## src/rtl/fisc_fetch_pkg.sv

```systemverilog
// fisc_fetch_pkg
// Shared types and widths for the FISC instruction fetch stage.
// The width constants mirror FISC_INTEGER_SZ, FISC_INSTRUCTION_SZ and
// FISC_ADDRESS_BOOT_SZ from fisc_defines.sv so the fetch slice can be
// compiled on its own.
package fisc_fetch_pkg;

  localparam int FISC_INTEGER_SZ      = 64;
  localparam int FISC_INSTRUCTION_SZ  = 32;
  localparam int FISC_ADDRESS_BOOT_SZ = 32;

  // Fetch sequencing: issue a block read, wait out the memory latency,
  // then hand the two halves of the block to decode.
  typedef enum logic [1:0] {
    ST_REQ     = 2'd0,
    ST_WAIT    = 2'd1,
    ST_DELIVER = 2'd2
  } fetch_state_t;

endpackage

```

## src/rtl/fisc_fetch_block_buf.sv

```systemverilog
// fisc_fetch_block_buf
// Holds the most recently fetched 64-bit block and selects which 32-bit
// instruction of it is presented to decode.
// Ports:
//   clk      clock
//   reset_n  asynchronous active-low reset (clears the block)
//   load     capture din into the block latch this cycle
//   din      block read data from memory channel a
//   sel      0: low half (PC[2]=0), 1: high half (PC[2]=1)
//   insn     selected instruction
module fisc_fetch_block_buf
  import fisc_fetch_pkg::*;
#(
  parameter int INT_W  = FISC_INTEGER_SZ,
  parameter int INSN_W = FISC_INSTRUCTION_SZ
) (
  input  logic              clk,
  input  logic              reset_n,
  input  logic              load,
  input  logic [INT_W-1:0]  din,
  input  logic              sel,
  output logic [INSN_W-1:0] insn
);

  logic [INT_W-1:0] block_q;

  always_ff @(posedge clk or negedge reset_n) begin
    if (!reset_n) begin
      block_q <= '0;
    end else if (load) begin
      block_q <= din;
    end
  end

  // A block is exactly two instructions wide.
  assign insn = sel ? block_q[2*INSN_W-1:INSN_W] : block_q[INSN_W-1:0];

endmodule

```

## src/rtl/fisc_fetch_unit.sv

```systemverilog
// fisc_fetch_unit
// Instruction fetch stage ahead of FISC decode. Owns the PC, reads one
// 64-bit block per request on memory channel a and delivers its two
// instructions to decode over a valid/ready handshake. Redirects (branch
// targets, reset vector) are accepted in any state and flush the fetch.
// Ports:
//   clk, reset_n     clock, asynchronous active-low reset
//   wait_n           0 holds off issuing a new block read
//   redirect_valid   load redirect_pc this cycle and flush
//   redirect_pc      new byte PC (low two bits dropped, misalign flagged)
//   dec_ready        decode can take an instruction
//   dec_valid        dec_insn/dec_pc carry a valid instruction
//   dec_insn         instruction
//   dec_pc           byte PC of dec_insn
//   rd_a             one-cycle read strobe on channel a
//   addr_bus_a       block address PC[ADDR_W+2:3]
//   din_bus_a        channel a read data
//   misalign         one-cycle pulse after a redirect with PC[1:0]!=0
//   busy             a block read is outstanding
module fisc_fetch_unit
  import fisc_fetch_pkg::*;
#(
  parameter int                         INT_W       = FISC_INTEGER_SZ,
  parameter int                         INSN_W      = FISC_INSTRUCTION_SZ,
  parameter int                         ADDR_W      = FISC_ADDRESS_BOOT_SZ,
  parameter int                         MEM_LATENCY = 1,
  parameter logic [FISC_INTEGER_SZ-1:0] RESET_PC    = '0
) (
  input  logic              clk,
  input  logic              reset_n,
  input  logic              wait_n,
  input  logic              redirect_valid,
  input  logic [INT_W-1:0]  redirect_pc,
  input  logic              dec_ready,
  output logic              dec_valid,
  output logic [INSN_W-1:0] dec_insn,
  output logic [INT_W-1:0]  dec_pc,
  output logic              rd_a,
  output logic [ADDR_W-1:0] addr_bus_a,
  input  logic [INT_W-1:0]  din_bus_a,
  output logic              misalign,
  output logic              busy
);

  // Data for a strobe in cycle N is valid from cycle N+1 onwards, so the
  // first ST_WAIT cycle (count 0) already sees it when MEM_LATENCY is 1.
  localparam logic [7:0] LAT_LAST = 8'(MEM_LATENCY - 1);

  fetch_state_t     state_q, state_d;
  logic [INT_W-1:0] pc_q, pc_d;
  logic [7:0]       lat_q, lat_d;
  logic             busy_q, busy_d;
  logic             misalign_q, misalign_d;
  logic             issue;
  logic             load;

  always_ff @(posedge clk or negedge reset_n) begin
    if (!reset_n) begin
      state_q    <= ST_REQ;
      pc_q       <= RESET_PC[INT_W-1:0];
      lat_q      <= '0;
      busy_q     <= 1'b0;
      misalign_q <= 1'b0;
    end else begin
      state_q    <= state_d;
      pc_q       <= pc_d;
      lat_q      <= lat_d;
      busy_q     <= busy_d;
      misalign_q <= misalign_d;
    end
  end

  // Redirect overrides everything, including an in-flight read (whose data
  // is simply never loaded) and a transfer completing this same cycle
  // (decode still takes it, but its PC increment is dropped).
  always_comb begin
    state_d    = state_q;
    pc_d       = pc_q;
    lat_d      = lat_q;
    busy_d     = busy_q;
    issue      = 1'b0;
    load       = 1'b0;
    misalign_d = redirect_valid && (redirect_pc[1:0] != 2'b00);

    if (redirect_valid) begin
      state_d = ST_REQ;
      pc_d    = {redirect_pc[INT_W-1:2], 2'b00};
      lat_d   = '0;
      busy_d  = 1'b0;
    end else begin
      case (state_q)
        ST_REQ: begin
          if (wait_n) begin
            issue   = 1'b1;
            lat_d   = '0;
            busy_d  = 1'b1;
            state_d = ST_WAIT;
          end
        end
        ST_WAIT: begin
          if (lat_q == LAT_LAST) begin
            load    = 1'b1;
            busy_d  = 1'b0;
            state_d = ST_DELIVER;
          end else begin
            lat_d = lat_q + 8'd1;
          end
        end
        ST_DELIVER: begin
          // Low half accepted: the high half is already in the buffer.
          if (dec_ready) begin
            pc_d = pc_q + INT_W'(4);
            if (pc_q[2]) begin
              state_d = ST_REQ;
            end
          end
        end
        default: begin
          state_d = ST_REQ;
        end
      endcase
    end
  end

  fisc_fetch_block_buf #(
    .INT_W  (INT_W),
    .INSN_W (INSN_W)
  ) u_block_buf (
    .clk     (clk),
    .reset_n (reset_n),
    .load    (load),
    .din     (din_bus_a),
    .sel     (pc_q[2]),
    .insn    (dec_insn)
  );

  // The strobe is decoded from the current state, so it is masked by
  // reset_n to keep the bus quiet while the core is held in reset.
  assign rd_a       = issue && reset_n;
  assign addr_bus_a = rd_a ? pc_q[ADDR_W+2:3] : '0;
  assign dec_valid  = (state_q == ST_DELIVER);
  assign dec_pc     = pc_q;
  assign busy       = busy_q;
  assign misalign   = misalign_q;

endmodule
```

## config.mk

```make
export PLATFORM = sky130hd
export DESIGN_NAME = fisc_fetch_unit
export DESIGN_NICKNAME = d
export VERILOG_FILES = /design/src/rtl/fisc_fetch_pkg.sv /design/src/rtl/fisc_fetch_block_buf.sv /design/src/rtl/fisc_fetch_unit.sv
export SDC_FILE = /design/constraint.sdc
export NUM_CORES = 1
export LEC_CHECK = 0
export CAP_MARGIN = 0
export CORE_UTILIZATION = 50
export CTS_BUF_LIST = sky130_fd_sc_hd__clkbuf_8
export DETAILED_ROUTE_END_ITERATION = 16
export DONT_BUFFER_PORTS = 1
export GPL_TIMING_DRIVEN = 0
export HOLD_SLACK_MARGIN = 0.08
export PLACE_DENSITY_LB_ADDON = 0.2
export SYNTH_ARGS = -nofsm -noshare
export SYNTH_HDL_FRONTEND = slang
export SYNTH_SLANG_ARGS = --single-unit
```

## constraint.sdc

```tcl
create_clock -name clk -period 2.4 [get_ports clk]
set_clock_uncertainty 0.2 [all_clocks]
set_input_delay 0.48 -clock clk [delete_from_list [all_inputs] [get_ports clk]]
set_output_delay 0.48 -clock clk [all_outputs]
set_load 0.005 [all_outputs]
```

# [Yosys cells after proc, flatten, opt, wreduce, memory -nomap -nowiden]
# Cells that the tools add are included.
[classes] add_sub_neg=2 muxes=25 n_reduce_logical=12 eq_ne=7
[ops] op="64-bit 2-to-1 mux" count=3
[ops] op="64-bit by 3-bit adder with 64-bit output, second input constant" count=1
[ops] op="32-bit 2-to-1 mux" count=2
[ops] op="8-bit 2-to-1 mux" count=3
[ops] op="8-bit one-hot mux with 2 select lines" count=1
[ops] op="3-bit != test, second input constant" count=4
[ops] op="2-bit 2-to-1 mux" count=5
[ops] op="1-bit 2-to-1 mux" count=9
[ops] op="8-bit by 1-bit adder with 8-bit output, second input constant" count=1
[ops] op="8-bit logical NOT" count=1
[ops] op="2-bit one-hot mux with 3 select lines" count=1
[ops] op="3-bit AND reduction" count=2
[ops] op="2-bit nonzero test" count=3
[ops] op="4-bit AND reduction" count=1
[ops] op="3-bit by 2-bit != test with 1-bit output, second input constant" count=1
[ops] op="3-bit nonzero test" count=1
[ops] op="2-bit by 1-bit equality test with 1-bit output, second input constant" count=1
[ops] op="2-bit equality test, second input constant" count=1
[ops] op="1-bit logical AND" count=2
[ops] op="2-bit logical NOT" count=1
[ops] op="1-bit one-hot mux with 2 select lines" count=1
[ops] op="2-bit AND reduction" count=1
[totals] register_bits=140 out_inout_bits=132

# [Depth between registers and ports, before layout]
[logic_depth] ltp_word=5 ltp_mapped=8

# [Cells and area by module]
# A second synthesis with hierarchy kept.
[unflattened] hier_cells=712 area_unflattened_um2=7713.6
[by_module_without_submodules] mod="fisc_fetch_unit" cells_per_inst=541 area_each_um2=4614.4 n_inst=1 seq_area_each_um2=1851.8
[by_module_without_submodules] mod="fisc_fetch_block_buf" cells_per_inst=171 area_each_um2=3099.2 n_inst=1 seq_area_each_um2=1601.5

# [Least setup slack after synthesis]
# OpenSTA, ideal clock, no wires.
[synth_timing] path_type="reg-to-reg" startpoint="register pc_q[3] (netlist: dec_pc[3])" endpoint="register pc_q[52] (netlist: dec_pc[52])" n_path_buf=2 setup_slack_ps=86 t_arrival_ps=2032 path_stages_with_launch=9 cell_sequence="dfrtp_1 -> ha_1 -> and4b_1 -> clkbuf_1 -> and3_1 -> clkbuf_1 -> nand3_1 -> or4_1 -> a31oi_1"
[synth_via] elab_chain_len=4
[synth_rtl] item="start, declared" line_no="fisc_fetch_unit.sv:50" source="logic [INT_W-1:0] pc_q, pc_d;"
[synth_rtl] item="start signal, assigned" line_no="fisc_fetch_unit.sv:60" source="pc_q <= RESET_PC[INT_W-1:0];"
[synth_rtl] item="start signal, assigned" line_no="fisc_fetch_unit.sv:66" source="pc_q <= pc_d;"
[synth_rtl] item="64-bit by 3-bit adder with 64-bit output" line_no="fisc_fetch_unit.sv:112" source="pc_d = pc_q + INT_W'(4);"
[synth_rtl] item="64-bit 2-to-1 mux" line_no="fisc_fetch_unit.sv:111" source="if (dec_ready) begin"
[synth_rtl] item="64-bit 2-to-1 mux" line_no="fisc_fetch_unit.sv:91" source="case (state_q)"
[synth_rtl] item="64-bit 2-to-1 mux" line_no="fisc_fetch_unit.sv:85" source="if (redirect_valid) begin"
# No other way between the ends. The select of a mux whose other input is x is not followed.
# A chain may end at the register's enable or synchronous reset.

# [Worst setup path in the final report]
[layout_timing] startpoint="register pc_q[40] (netlist: dec_pc[40])" endpoint="register pc_q[62] (netlist: dec_pc[62])"
# Same word-level chain as after synthesis.

==> metrics.txt <==
# TYPE chip_impl_metric gauge
chip_impl_metric{name="gp_congestion",unit=""} 0.8658
chip_impl_info{name="rsz0062_at_grt",value="true"} 1
chip_impl_metric{name="worst_ep_arrival_time",unit="ns"} 2.63
chip_impl_metric{name="drt_pass1_iterations",unit=""} 5
chip_impl_info{name="worstReg2RegEnd",value="dec_pc[62]"} 1
chip_impl_metric{name="pwr_dens",unit="nW/um2"} 713.6
chip_impl_metric{name="cts_buffer_depth",unit=""} 2
chip_impl_metric{name="grt.total_usage",unit="%"} 30.73
chip_impl_metric{name="numCtsBuffers",unit=""} 17
chip_impl_metric{name="depth_of_the_worst_register_to_register_path",unit=""} 5
chip_impl_info{name="dominantRegCellSynth",value="sky130_fd_sc_hd__dfrtp_1"} 1
chip_impl_metric{name="final_layout_size_suffix_gt1_share",unit="%"} 17.95
chip_impl_info{name="violations",value="negative hold slack, negative setup slack"} 1
chip_impl_metric{name="number_of_flops_mapped_to_enable_cells_by_yosys",unit=""} 0
chip_impl_metric{name="stdcell_count",unit=""} 1248
chip_impl_metric{name="ff2ff_setup_slack",unit="ns"} -0.05
chip_impl_info{name="clk_tree_root_cell",value="sky130_fd_sc_hd__clkbuf_8"} 1
chip_impl_metric{name="worst_ep_required_time",unit="ns"} 2.58
chip_impl_info{name="crit_path_start",value="dec_pc[40]"} 1
chip_impl_info{name="mostFrequentLayoutCells",value="sky130_fd_sc_hd__nand2_1 (280), sky130_fd_sc_hd__dlygate4sd3_1 (130), sky130_fd_sc_hd__dfrtp_1 (103), sky130_fd_sc_hd__o21ai_0 (42), sky130_fd_sc_hd__dfrtp_2 (35)"} 1
chip_impl_metric{name="dr_total_vias",unit=""} 7237
chip_impl_metric{name="critical_path.max_fanout",unit=""} 7
chip_impl_metric{name="finalCriticalPeriod",unit="ns"} 2.450
chip_impl_metric{name="synth_area_per_cell",unit="um2"} 8.526
chip_impl_info{name="crit_path_end_kind",value="register"} 1
chip_impl_metric{name="clock_sinks",unit=""} 138
chip_impl_metric{name="viasPerCell",unit=""} 5.799
chip_impl_info{name="hold_path_class",value="input port to async pin"} 1
chip_impl_metric{name="postRouteAntennaNets",unit=""} 0
chip_impl_metric{name="synth_area",unit="um2"} 7486
chip_impl_info{name="layout.cells.most_common",value="sky130_fd_sc_hd__nand2_1"} 1
chip_impl_metric{name="worst_skew_pair_later_pin_latency",unit="ns"} 0.46
chip_impl_metric{name="hold_violations",unit=""} 138
chip_impl_metric{name="synth.yosys.warnings",unit=""} 0
chip_impl_metric{name="drt-met1-wl",unit="um"} 9502
chip_impl_metric{name="io_buffers",unit=""} 0
chip_impl_info{name="dr.max_layer_used",value="met4"} 1
chip_impl_metric{name="synth.yosys.seq_area_share",unit="%"} 46.13
chip_impl_metric{name="floorplan.die_area",unit="um2"} 15470
chip_impl_metric{name="cts.clk_slew.worst_paths",unit="ns"} 0.08
chip_impl_metric{name="htree_levels",unit=""} 4
chip_impl_metric{name="vdd_ir_drop_max",unit="mV"} 0.4811
chip_impl_info{name="cts_tree",value="done"} 1
chip_impl_metric{name="placed_cells_incl_taps",unit=""} 1063
chip_impl_metric{name="drv_slew",unit=""} 0
chip_impl_info{name="reg2reg_from",value="dec_pc[40]"} 1
chip_impl_info{name="critical_path.startpoint_type",value="register"} 1
chip_impl_metric{name="postRouteWirelength",unit="um"} 24020
chip_impl_metric{name="relSlewSlack",unit="%"} 59.19
chip_impl_metric{name="number_of_instances_in_the_synthesized_netlist",unit=""} 878
chip_impl_metric{name="detailedPlace.worstSlack",unit="ns"} -0.5645
chip_impl_metric{name="yosys_register_bits",unit=""} 138
chip_impl_metric{name="design.portCount",unit=""} 265
chip_impl_info{name="synth.largest_area_cell",value="sky130_fd_sc_hd__dfrtp_1"} 1
chip_impl_metric{name="area_delta_synth_final",unit="%"} 34.66
chip_impl_metric{name="antenna_found_initial",unit=""} 0
chip_impl_metric{name="hpwl",unit="um"} 14920
chip_impl_metric{name="num-fill-cells",unit=""} 1121
chip_impl_metric{name="synth.distinct_cells",unit=""} 50
chip_impl_metric{name="drc_violations",unit=""} 0
chip_impl_metric{name="post_cts_hold_buffer_count",unit=""} 130
chip_impl_metric{name="maxClockFrequency",unit="GHz"} 0.4082
chip_impl_metric{name="netlist.area_leader.share",unit="%"} 46.13
chip_impl_metric{name="setup_ws_final",unit="ns"} -0.05006
chip_impl_metric{name="final_min_period_over_clock_period",unit="%"} 102.1
chip_impl_metric{name="dr_wl_met2",unit="um"} 11960
chip_impl_metric{name="die_x_extent",unit="um"} 124.4
chip_impl_metric{name="whs",unit="ns"} -0.4890
chip_impl_metric{name="start_util",unit="%"} 51.31
chip_impl_metric{name="ys_async_sr_fraction",unit="%"} 100.0
chip_impl_metric{name="leftover_overflow_at_the_end_of_global_routing",unit=""} 0
chip_impl_metric{name="nets",unit=""} 1188
chip_impl_info{name="worstSetupPathType",value="register to register"} 1
chip_impl_metric{name="floorplan.die.height",unit="um"} 124.4
chip_impl_info{name="run_status",value="finished with violations"} 1
chip_impl_metric{name="coreArea",unit="um2"} 14590
chip_impl_metric{name="number_of_rows_created_at_floorplan",unit=""} 44
chip_impl_metric{name="tightest_slew",unit="ns"} 0.6081
chip_impl_metric{name="finalInstanceArea",unit="um2"} 10080
chip_impl_metric{name="grt_pass1_wl",unit="um"} 37580
chip_impl_metric{name="detailed_place.area",unit="um2"} 7726
chip_impl_metric{name="grt_max_degree",unit=""} 140
chip_impl_metric{name="dr_wl_met3",unit="um"} 1902
chip_impl_metric{name="tns",unit="ns"} -0.05006
chip_impl_metric{name="insertedDiodeCount",unit=""} 0
chip_impl_metric{name="leakage",unit="nW"} 4.459
chip_impl_metric{name="first_global_vias",unit=""} 7288
chip_impl_info{name="synth_area_leaders",value="sky130_fd_sc_hd__dfrtp_1 (46%), sky130_fd_sc_hd__nand2_1 (14%), sky130_fd_sc_hd__mux2_2 (4.8%), sky130_fd_sc_hd__xnor2_1 (3.0%), sky130_fd_sc_hd__and2_1 (2.8%)"} 1
chip_impl_metric{name="drtIter0Drc",unit=""} 446
chip_impl_metric{name="report.final.setup_viol",unit=""} 1
chip_impl_metric{name="wl_per_cell",unit="um"} 19.24
chip_impl_metric{name="cap_violations",unit=""} 0
how the worst max path moves through the flow:
stage,slack [ns],end,depth (start not counted)
finish,-0.05,dec_pc[62],5
global route,-0.14,dec_pc[62],5
CTS,-0.10,dec_pc[62],5
detailed placement,-0.56,dec_pc[36],6
global placement,-0.84,addr_bus_a[27],4
floorplan,0.09,dec_pc[52],8
per-layer routing:
metal	vias to the layer above	track usage (%)
met4	0	12.19
li1	3342	-
met5	-	0
met1	3477	37.01
met2	364	51.48
met3	54	9.021
registers in the layout (all words and copies together) (netlist names):
signal,count
busy,1
u_block_buf.block_q,64
state_q,2
dec_pc,62
lat_q,8
misalign,1
critical path, stage by stage, from the launching register on:
cell and delay [ns]:
sky130_fd_sc_hd__dfrtp_2 0.47, sky130_fd_sc_hd__nand4_1 0.18, sky130_fd_sc_hd__or4b_4 0.57, sky130_fd_sc_hd__or3_4 0.37
sky130_fd_sc_hd__or4_1 0.41, sky130_fd_sc_hd__a31oi_1 0.17
final cells by class:
class | count | area (um2) | share of cell area, %
Clock buffer | 18 | 247.7 | 2.457
Multi-Input combinational cell | 678 | 3983 | 39.51
Clock inverter | 13 | 226.5 | 2.246
Sequential cell | 138 | 3497 | 34.69
Timing Repair Buffer | 157 | 1540 | 15.28
Tap cell | 184 | 230.2 | 2.284
Inverter | 9 | 37.54 | 0.3723
Buffer | 51 | 319.1 | 3.165
per-stage QoR:
stage / util (%) / hold WS (ns) / total power (W)
global route: 69.10 / -0.5189 / 0.007564
global placement: 52.92 / -0.01274 / 0.004561
floorplan: - / -0.01559 / 0.004233
finish: 69.10 / -0.4890 / 0.007194
detailed placement: 52.96 / -0.01260 / 0.004617
CTS: 67.05 / -0.5119 / 0.007112
cell usage after synthesis (2+ instances only):
cell type,instances
sky130_fd_sc_hd__nand2_1,281
sky130_fd_sc_hd__o21ai_1,4
sky130_fd_sc_hd__dfrtp_1,138
sky130_fd_sc_hd__nor3_1,13
sky130_fd_sc_hd__mux2i_1,12
sky130_fd_sc_hd__a22oi_1,8
sky130_fd_sc_hd__and4b_1,2
sky130_fd_sc_hd__ha_1,3
sky130_fd_sc_hd__nand2b_1,2
sky130_fd_sc_hd__a31oi_1,7
sky130_fd_sc_hd__nor4_1,23
sky130_fd_sc_hd__and2_1,34
sky130_fd_sc_hd__or3_1,4
sky130_fd_sc_hd__clkbuf_1,32
sky130_fd_sc_hd__inv_1,8
sky130_fd_sc_hd__buf_2,6
sky130_fd_sc_hd__nor2b_1,12
sky130_fd_sc_hd__and4_1,5
sky130_fd_sc_hd__buf_1,12
sky130_fd_sc_hd__nor4b_1,2
sky130_fd_sc_hd__o21ai_0,42
sky130_fd_sc_hd__xnor2_1,26
sky130_fd_sc_hd__a21oi_1,5
sky130_fd_sc_hd__nand3_1,34
sky130_fd_sc_hd__o211ai_1,2
sky130_fd_sc_hd__nor2_1,32
sky130_fd_sc_hd__nand4_1,25
sky130_fd_sc_hd__xor2_1,15
sky130_fd_sc_hd__nor3b_1,4
sky130_fd_sc_hd__and3_1,19
sky130_fd_sc_hd__buf_4,4
sky130_fd_sc_hd__a211o_1,3
sky130_fd_sc_hd__mux2_2,32
sky130_fd_sc_hd__a221o_1,2
sky130_fd_sc_hd__o31a_1,3
sky130_fd_sc_hd__or4_1,8
power breakdown:
part / switching (W) / internal (W) / total (W) / leakage (nW)
sequential: 0.000455 / 0.00290 / 0.00335 / 1.65
clock: 0.000935 / 0.00136 / 0.00229 / 0.241
combinational: 0.000816 / 0.000733 / 0.00155 / 2.57
total: 0.00221 / 0.00499 / 0.00719 / 4.46
repair_timing:
| item | 4_1_cts | 5_1_grt |
|---|---|---|
| pin swaps | 8 | 15 |
| buffers inserted | 12 | 14 |
| resized for setup | 66 | 82 |
| gates cloned | 0 | 1 |
| endpoints found under the hold margin | 267 | 138 |
| endpoints found under the setup margin | 153 | 148 |
logic make-up (layout without fill, tap and decap cells):
family,count (synthesis),in the layout,synth area share [%]
DFF,138,138,46.13
AOI/OAI and AO/OA,81,81,6.519
xor gates and xnor gates,41,41,4.797
adders and majority gates,3,3,0.5015
buffers and inverters,63,248,3.460
and+or+nand+nor,507,507,32.12
other,1,2,0.05009
muxes,44,44,6.418
Note: power is estimated with default switching activity, not from simulation.
